==> src/rtl/dual_port_ram_lat.sv <==
// dual_port_ram_lat: true dual-port RAM, two independent ports with fixed
// per-port read and write pipeline latencies; port B wins same-edge commits.
module dual_port_ram_lat #(
   parameter int ADDR_WIDTH    = 4,
   parameter int DATA_WIDTH    = 8,
   parameter int READ_LATENCY  = 3,
   parameter int WRITE_LATENCY = 3
) (
   input  logic                  i_clk,
   input  logic                  i_rst,
   input  logic [DATA_WIDTH-1:0] i_dina,
   input  logic [ADDR_WIDTH-1:0] i_addra,
   input  logic                  i_ena,
   input  logic                  i_wea,
   output logic [DATA_WIDTH-1:0] o_douta,
   input  logic [DATA_WIDTH-1:0] i_dinb,
   input  logic [ADDR_WIDTH-1:0] i_addrb,
   input  logic                  i_enb,
   input  logic                  i_web,
   output logic [DATA_WIDTH-1:0] o_doutb
);
   localparam int DEPTH = 1 << ADDR_WIDTH;
   localparam int WS    = (WRITE_LATENCY > 1) ? WRITE_LATENCY - 1 : 1;
   localparam int RS    = (READ_LATENCY > 1) ? READ_LATENCY - 1 : 1;

   typedef struct packed {
      logic                  v;
      logic [ADDR_WIDTH-1:0] a;
      logic [DATA_WIDTH-1:0] d;
   } wr_t;

   typedef struct packed {
      logic                  v;
      logic [DATA_WIDTH-1:0] d;
   } rd_t;

   logic [DATA_WIDTH-1:0] mem_q  [DEPTH];
   wr_t                   wr_q   [2][WS];
   rd_t                   rd_q   [2][RS];
   logic [DATA_WIDTH-1:0] dout_q [2];
   logic [DATA_WIDTH-1:0] dout_d [2];
   wr_t                   wr_in  [2];
   wr_t                   wr_cmt [2];
   rd_t                   rd_in  [2];
   rd_t                   rd_out [2];

   // Latency 1 bypasses the stage registers: commit/output straight from the request.
   always_comb begin
      wr_in[0] = {i_ena & i_wea, i_addra, i_dina};
      wr_in[1] = {i_enb & i_web, i_addrb, i_dinb};
      rd_in[0] = {i_ena & ~i_wea, mem_q[i_addra]};
      rd_in[1] = {i_enb & ~i_web, mem_q[i_addrb]};
      for (int p = 0; p < 2; p++) begin
         wr_cmt[p] = (WRITE_LATENCY == 1) ? wr_in[p] : wr_q[p][WS-1];
         rd_out[p] = (READ_LATENCY == 1) ? rd_in[p] : rd_q[p][RS-1];
         dout_d[p] = rd_out[p].v ? rd_out[p].d : dout_q[p];
      end
   end

   // Port loop runs A then B so B's commit is the last assignment on collision.
   always_ff @(posedge i_clk) begin
      if (i_rst) begin
         for (int i = 0; i < DEPTH; i++) mem_q[i] <= '0;
         for (int p = 0; p < 2; p++) begin
            dout_q[p] <= '0;
            for (int i = 0; i < WS; i++) wr_q[p][i] <= '0;
            for (int i = 0; i < RS; i++) rd_q[p][i] <= '0;
         end
      end else begin
         for (int p = 0; p < 2; p++) begin
            if (wr_cmt[p].v) mem_q[wr_cmt[p].a] <= wr_cmt[p].d;
            wr_q[p][0] <= wr_in[p];
            rd_q[p][0] <= rd_in[p];
            for (int i = 1; i < WS; i++) wr_q[p][i] <= wr_q[p][i-1];
            for (int i = 1; i < RS; i++) rd_q[p][i] <= rd_q[p][i-1];
            dout_q[p] <= dout_d[p];
         end
      end
   end

   assign o_douta = dout_q[0];
   assign o_doutb = dout_q[1];
endmodule

==> config.mk <==
export PLATFORM = sky130hd
export DESIGN_NAME = dual_port_ram_lat
export DESIGN_NICKNAME = d
export VERILOG_FILES = /design/src/rtl/dual_port_ram_lat.sv
export SDC_FILE = /design/constraint.sdc
export NUM_CORES = 1
export LEC_CHECK = 0
export ABC_CLOCK_PERIOD_IN_PS = 2050
export BUFFER_PORTS_ARGS = -buffer_cell sky130_fd_sc_hd__buf_2
export CORE_ASPECT_RATIO = 0.7
export CORE_UTILIZATION = 56
export DETAILED_ROUTE_END_ITERATION = 10
export GPL_TIMING_DRIVEN = 0
export PLACE_DENSITY = 0.76
export SLEW_MARGIN = 20
export SYNTH_ARGS = -nofsm -noshare
export SYNTH_HDL_FRONTEND = slang
export SYNTH_SLANG_ARGS = --single-unit
==> constraint.sdc <==
create_clock -name i_clk -period 2.05 [get_ports i_clk]
set_input_delay 0.41 -clock i_clk [delete_from_list [all_inputs] [get_ports i_clk]]
set_output_delay 0.41 -clock i_clk [all_outputs]
set_load 0.02 [all_outputs]
* After elaboration in Yosys (flattened, before gate mapping)
Memories as Yosys holds them, arrays and structs flattened. Cells that the tools add are included.
Cells by class: bitwise operators 16, reduce and logical (&&, ||, !) cells 2, multiplexer cells 27
Operator list (number):
- 13-bit two-way mux | 4
- 8-bit two-way mux | 6
- 9-bit two-way mux | 4
- 8-bit OR reduction | 2
- 1-bit two-way mux | 11
- 1-bit OR | 10
- 4-bit two-way mux | 2
- 1-bit AND | 4
- 1-bit inverter | 2
Storage, ports and cells: memories 4, logic and storage cells 49, input bits 30, RAM bits 232, output and inout bits 16, flip-flop bits (word level) 0
Memories:
- mem_q | depth 16, bits a word 8, rd ports 2, clocked after Yosys merged registers in 0, wr ports 16, RTL line 37 | logic [DATA_WIDTH-1:0] mem_q [DEPTH];
- wr_q | depth 2, bits a word 26, rd ports 2, clocked after Yosys merged registers in 0, wr ports 2, RTL line 38 | wr_t wr_q [2][WS];
- rd_q | depth 2, bits a word 18, rd ports 2, clocked after Yosys merged registers in 0, wr ports 2, RTL line 39 | rd_t rd_q [2][RS];
- dout_q | depth 2, bits a word 8, rd ports 2, clocked after Yosys merged registers in 0, wr ports 2, RTL line 40 | logic [DATA_WIDTH-1:0] dout_q [2];

* Depth between registers and ports, before layout
Gate-level depths: netlist of the first run. An unclocked memory read counts as a cell.
word-level depth 6, depth in mapped cells 7

* Least setup slack after synthesis of the first run
Ideal clock, no wire load.
kind in2reg, start point in i_rst, end point mem mem_q[3][0], enable pin, data arrival time 1613 ps, library setup time 378 ps, path buffers 1, slack 59 ps, cell stages on the path 3, cells stage by stage or4b_1 -> buf_2 -> o221ai_1
RTL lines:
- from (decl) | RTL line 10 | input logic i_rst,
- to (decl) | RTL line 37

==> impl_metrics.py, run 1 <==
metrics = {
    "run_status": {
        "outcome": "finished with violations",
        "failed_checks": "DRC, setup timing",
    },
    "final_layout": {
        "nets": 932,
        "n_antenna_cell": 0,
        "fin_util": 0.688,
        "layout.cells.non_filler": 1151,
        "drive_above_1_share": 0.254,
        "area_growth_pct": 18.6,
        "final_cell_area_um2": 12600,
    },
    "timing": {
        "worst_slew_pin_slew_ps": 879,
        "slew_headroom": 0.414,
        "rsz0062_at_grt": "yes",
        "postLayoutSetupSlackWorst_ps": -206,
        "setup_viol": 123,
        "fmax_mhz": 443,
        "fin_skew_ps": 21.5,
        "finalCriticalPeriod_ps": 2260,
        "hold_ws_ps": 81.3,
        "hold_viol": 0,
        "min_period_over_period": 1.10,
        "slew_violations": 0,
    },
    "hold_path": {
        "hp-class": "in -> reg",
    },
    "logic_synthesis": {
        "synth_area_leaders": "edfxtp_1 (36%), dfxtp_1 (20%), a22o_1 (11%), mux4_2 (7.9%), mux2i_1 (7.6%)",
        "synth-edff-count": 128,
        "synth_top_cell_by_area": "edfxtp_1",
        "synth_area_um2": 10600,
        "ys_types": 37,
        "ys.flop_type": "edfxtp_1",
        "avgSynthCellArea_um2": 13.2,
        "postSynth.asyncResetShare": 0,
        "synth_warnings": 0,
        "ys_ff_latch": 232,
        "syn-num-nets": 831,
        "synth_top_area_share": 0.363,
        "syn_inst": 801,
        "ys_seq_area_frac": 0.559,
    },
    "setup_path": {
        "startpoint_type": "flip-flop",
        "critPathTopFamily": "compound AO/OA/AOI/OAI gates",
        "cp_max_fo": 8,
        "cp_num_buf_inv": 0,
        "critPathSlowestCell": "o221ai_2",
        "path_cells": "nand4_2, o221ai_2",
        "cp_slowest_stage_delay_ps": 780,
        "crit_path_end_kind": "flip-flop",
        "path_class": "reg -> reg",
        "required_ps": 2200,
        "worstPathArrival_ps": 2400,
    },
    "cts": {
        "cts_buffers": 22,
        "h-tree-depth": 1,
        "clk_latency_ps": 530,
        "holdBufCountCts": 0,
        "clockBufferDepth": 3,
        "cts_tree": "built",
        "cts_root_buffer": "clkbuf_16",
        "clkTransAtPathRegs_ps": 70,
        "clock-sinks": 232,
    },
    "pwr": {
        "pwr_density_cell_nw_per_um2": 799,
        "p_leak_nw": 4.75,
        "ir_drop_mv": 0.531,
    },
    "floorplan": {
        "num_rows": 41,
        "core_area_um2": 18300,
        "dieArea_um2": 19500,
        "num_io_pins": 46,
        "die_x_um": 166,
        "dieHeight_um": 117,
        "start_util": 0.581,
    },
    "placed_design": {
        "portBuffers": 43,
        "gp_congestion": 1.02,
        "placed_cells": 1080,
        "dp_hpwl_mm": 22.7,
        "placed_area_um2": 11100,
    },
    "grt": {
        "overflow": 0,
        "grt_pass1_vias": 7670,
        "grt_pass1_wl_mm": 48.0,
        "grt_max_degree": 16,
        "antenna_found_initial": 4,
        "grtUsageTotal": 0.342,
    },
    "route": {
        "drc_errors": 6,
        "viasPerCell": 6.95,
        "antenna_left": 0,
        "drtIter0Drc": 1242,
        "vias": 8005,
        "wl_per_cell_um": 28.9,
        "finalWirelength_mm": 33.2,
        "drtPass1Iterations": 8,
    },
    "run": {
        "maxCapViolCount": 0,
    },
}
placed cells by master, fill, tap and decap left out, types with 5 or more instances in the layout:
cell and count:
nor2_4 12, nor2_1 22, o22ai_1 5, buf_2 59, o221ai_2 5, buf_4 27
nor2b_1 71, buf_12 11, nor3_4 20, o221ai_4 5, a22oi_1 26, buf_1 17
nand3_1 14, nand2_2 6, clkbuf_1 36, mux2i_1 80, clkbuf_8 6, mux4_2 37
edfxtp_1 128, dfxtp_1 104, clkbuf_16 24, nand2b_1 10, nand2_1 12, a21oi_1 5
and3_1 5, a22o_1 131
state kept, by name (all words and copies together), names as in the netlist:
register / flops
mem_q: 128
wr_q: 52
rd_q: 36
dout_q: 16
cells by family (layout without fill, tap and decap cells):
group                  Yosys count  in the layout  share of synthesized area
AOI/OAI and AO/OA              183            183                      0.145
buffers and inverters           80            194                     0.0312
DFF                            232            232                      0.559
muxes                          117            117                      0.154
and+or+nand+nor                189            189                      0.110
power breakdown:
group | switching (W) | total, W | internal, W
combinational | 0.000528 | 0.000824 | 0.000296
clock | 0.00177 | 0.00410 | 0.00233
sequential | 0.0000725 | 0.00512 | 0.00505
total | 0.00237 | 0.0100 | 0.00768
repair_timing:
action,in CTS,in global routing
pin swaps,13,12
resized for setup,50,24
buffers inserted,17,17
setup endpoints to repair,259,213
synth_stat cells (all sizes together) (14+ instances only):
master	number
clkbuf	38
buf	39
nand2	18
a22o	131
mux4	37
edfxtp	128
mux2i	80
dfxtp	104
a22oi	26
nor2	35
nor2b	71
nor3	20
nand3	14
worst paths after layout:
kind	startpoint	end	slack [ps]	cells past startpoint
hold reg to reg	rd_q[0][10]$_SDFF_PP0_	rd_q[0][1]$_SDFF_PP0_	430	1
setup / recovery	wr_q[0][12]$_SDFF_PP0_	mem_q[6][3]$_DFFE_PP_	-210	2
setup reg to reg	wr_q[0][12]$_SDFF_PP0_	mem_q[6][3]$_DFFE_PP_	-210	2
hold / removal	i_web	rd_q[1][17]$_SDFF_PP0_	80	2
metrics by stage:
| step | setup slack (ps) | TNS, ps | power [W] |
|---|---|---|---|
| 5_1_grt | -229 | -12070 | 0.0103 |
| 3_5_place_dp | -828 | -142990 | 0.00598 |
| 4_1_cts | -252 | -9040 | 0.0100 |
| 3_3_place_gp | -836 | -132540 | 0.00595 |
| 2_1_floorplan | 59.0 | 0 | 0.00569 |
| 6_report | -206 | -9640 | 0.0100 |
routing by layer:
metal / share of wire / wire (um) / vias up / global-route usage
met1: 0.39 / 12900 / 3888 / 0.476
met4: 0.042 / 1400 / 2 / 0.147
met3: 0.15 / 4830 / 124 / 0.0861
met5: 0.00039 / 13 / - / 0
li1: - / - / 3322 / -
met2: 0.42 / 14100 / 669 / 0.516
cell type report:
class / instances / area (um^2)
Inverter: 3 / 11.3
Sequential cell: 232 / 5930
Timing Repair Buffer: 77 / 608
Clock inverter: 5 / 26.3
Buffer: 77 / 337
Tap cell: 236 / 295
Clock buffer: 32 / 691
Multi-Input combinational cell: 489 / 4680
Fill cell: 1255 / 5690
No activity file was read; power rests on OpenSTA's default activity.
==> run 2: changes to the inputs <==
Settings changed: ABC_AREA from default to 1.
==> impl_metrics.py, run 2 <==
metrics = {
    "grt": {
        "grt_pass1_vias": 9451,
        "grt_pass1_wl_mm": 60.7,
        "overflow": 0,
        "antenna_found_initial": 3,
        "grtUsageTotal": 0.417,
        "grt_max_degree": 17,
    },
    "placed_design": {
        "portBuffers": 39,
        "gp_congestion": 1.01,
        "dp_hpwl_mm": 29.7,
    },
    "logic_synthesis": {
        "ys_ff_latch": 232,
        "synthAdderAreaFrac": 0,
        "synth_top_area_share": 0.348,
        "avgSynthCellArea_um2": 8.03,
        "synth_warnings": 0,
        "synth_area_leaders": "edfxtp_1 (35%), dfxtp_1 (19%), nand3_1 (10%), nand2_1 (9.3%), inv_1 (7.6%)",
        "synthSimpleGateAreaFrac": 0.271,
        "synth_mux_area_frac": 0,
        "synthMostInstantiatedCell": "nand2_1",
        "postSynth.asyncResetShare": 0,
        "yosys.area_share.xor_xnor": 0,
        "ys.flop_type": "edfxtp_1",
        "syn-num-nets": 1405,
        "syn_inst": 1375,
        "ys_types": 18,
        "synth_top_family_by_area": "simple AND/OR/NAND/NOR gates",
        "synth_compound_area_frac": 0.0877,
        "synth_area_um2": 11000,
        "synth-edff-count": 128,
        "ys_seq_area_frac": 0.536,
        "synth_top_cell_by_area": "edfxtp_1",
        "ys_top_cells_by_count": "nand2_1 (273), nand3_1 (226), inv_1 (223)",
    },
    "setup_path": {
        "ff2ff_setup_slack_ps": -90,
        "startpoint_type": "flip-flop",
        "cp_max_fo": 8,
        "path_cells": "inv_1, nor2_1, nand3_1, nor2_1, nand2_2, o22ai_1",
        "critPathSlowestCell": "nand3_1",
        "crit_path_end_kind": "flip-flop",
        "cp_slowest_stage_delay_ps": 350,
        "required_ps": 2340,
        "worstPathArrival_ps": 2430,
        "cp_num_buf_inv": 1,
        "cpMostUsedCell": "nor2_1",
        "critPathTopFamily": "simple AND/OR/NAND/NOR gates",
        "path_class": "reg -> reg",
    },
    "final_layout": {
        "mostFrequentLayoutCells": "nand2_1 (269), nand3_1 (226), inv_1 (223)",
        "area_growth_pct": 12.5,
        "largest_reg_flops": 128,
        "drive_above_1_share": 0.0891,
        "nets": 1473,
        "fillCellCount": 1731,
        "regMostFlops": "mem_q",
        "layout_commonest_cell": "nand2_1",
        "largestRegisters": "mem_q: 128 flops, wr_q: 52 flops, rd_q: 36 flops",
    },
    "route": {
        "antenna_left": 0,
        "wl_per_cell_um": 24.3,
        "drtIter0Drc": 2275,
        "finalWirelength_mm": 41.9,
        "drtPass1Iterations": 7,
        "vias": 10600,
        "viasPerCell": 6.14,
        "drc_errors": 0,
    },
    "floorplan": {
        "dieHeight_um": 120,
        "num_rows": 42,
        "num_io_pins": 46,
        "dieArea_um2": 20300,
        "start_util": 0.578,
        "die_x_um": 170,
        "core_area_um2": 19100,
    },
    "timing": {
        "finalCriticalPeriod_ps": 2140,
        "worst_slew_pin_slew_ps": 938,
        "fin_skew_ps": 29.3,
        "rsz0062_at_grt": "no",
        "setup_viol": 4,
        "slew_violations": 0,
        "postLayoutSetupSlackWorst_ps": -89.6,
        "slew_headroom": 0.374,
        "tns_ps": -190,
        "min_period_over_period": 1.04,
        "fmax_mhz": 467,
        "hold_viol": 0,
        "hold_ws_ps": 28.7,
    },
    "cts": {
        "clockBufferDepth": 3,
        "cts_tree": "built",
        "clk_latency_ps": 550,
        "h-tree-depth": 1,
        "clkTransAtPathRegs_ps": 70,
        "cts_buffers": 22,
        "clock-sinks": 232,
        "cts_root_buffer": "clkbuf_16",
    },
    "pwr": {
        "pwr_density_cell_nw_per_um2": 849,
        "p_leak_nw": 5.32,
        "ir_drop_mv": 0.758,
    },
    "run": {
        "maxCapViolCount": 0,
    },
    "run_status": {
        "failed_checks": "setup timing",
        "outcome": "finished with violations",
    },
    "hold_path": {
        "hp-class": "in -> reg",
    },
}
[run 2: report_power, final]
part | internal, W | switching, W
clock network | 0.00232 | 0.00190
registers | 0.00510 | 0.0000956
logic | 0.000290 | 0.000857
[run 2: worst paths after layout]
kind                             to              startpoint  depth (start not counted)
max          mem_q[14][0]$_DFFE_PP_  wr_q[0][12]$_SDFF_PP0_                          6
min          rd_q[0][17]$_SDFF_PP0_                   i_wea                          2
max reg2reg  mem_q[14][0]$_DFFE_PP_  wr_q[0][12]$_SDFF_PP0_                          6
min reg2reg   wr_q[1][9]$_SDFF_PP0_  wr_q[1][22]$_SDFF_PP0_                          2
[run 2: metal layers]
layer	GRT usage	wire, um
met5	0.0332	80
met4	0.153	1790
met1	0.610	16200
met3	0.167	8030
met2	0.544	15800
[run 2: logic make-up after synthesis]
kind of cell,after synthesis
AOI/OAI and AO/OA,161
buffers and inverters,306
and+or+nand+nor,676
DFF,232
[run 2: per-stage QoR]
stage	setup slack (ps)	instances	area [um^2]	total power, W	utilization
2_1_floorplan	356	1375	11000	0.00590	-
3_3_place_gp	-430	1678	11600	0.00633	0.605
3_5_place_dp	-441	1678	11600	0.00634	0.605
4_1_cts	17.7	1719	12300	0.0104	0.645
5_1_grt	9.86	1723	12400	0.0108	0.649
6_report	-89.6	1725	12400	0.0106	0.650
[run 2: final cells by class]
type                       instances  area, um^2  share of cell area
sequential                       232        5930               0.477
multi-input combinational        837        3970               0.319
inverter                         227         852              0.0686
clock buffer                      31         667              0.0537
tap                              264         330              0.0266
buffer                            79         312              0.0251
timing repair buffer              44         283              0.0228
clock inverter                     9        85.1             0.00685
antenna                            2        5.00            0.000403
[run 2: repair_timing]
action / in CTS / in global routing
resized for setup: 0 / 4
hold buffers: 0 / 0
gates cloned: 0 / 0
endpoints found under the hold margin: 0 / 0
pin swaps: 1 / 0
setup buffers: 1 / 4
endpoints found under the setup margin: 8 / 64
[run 2: worst reg2reg max path: cells and delay by family, from the launching register on]
family                 cells  cell delay [ps]
AOI/OAI and AO/OA          1              340
buffers and inverters      1               40
DFF                        1              320
and+or+nand+nor            4             1200
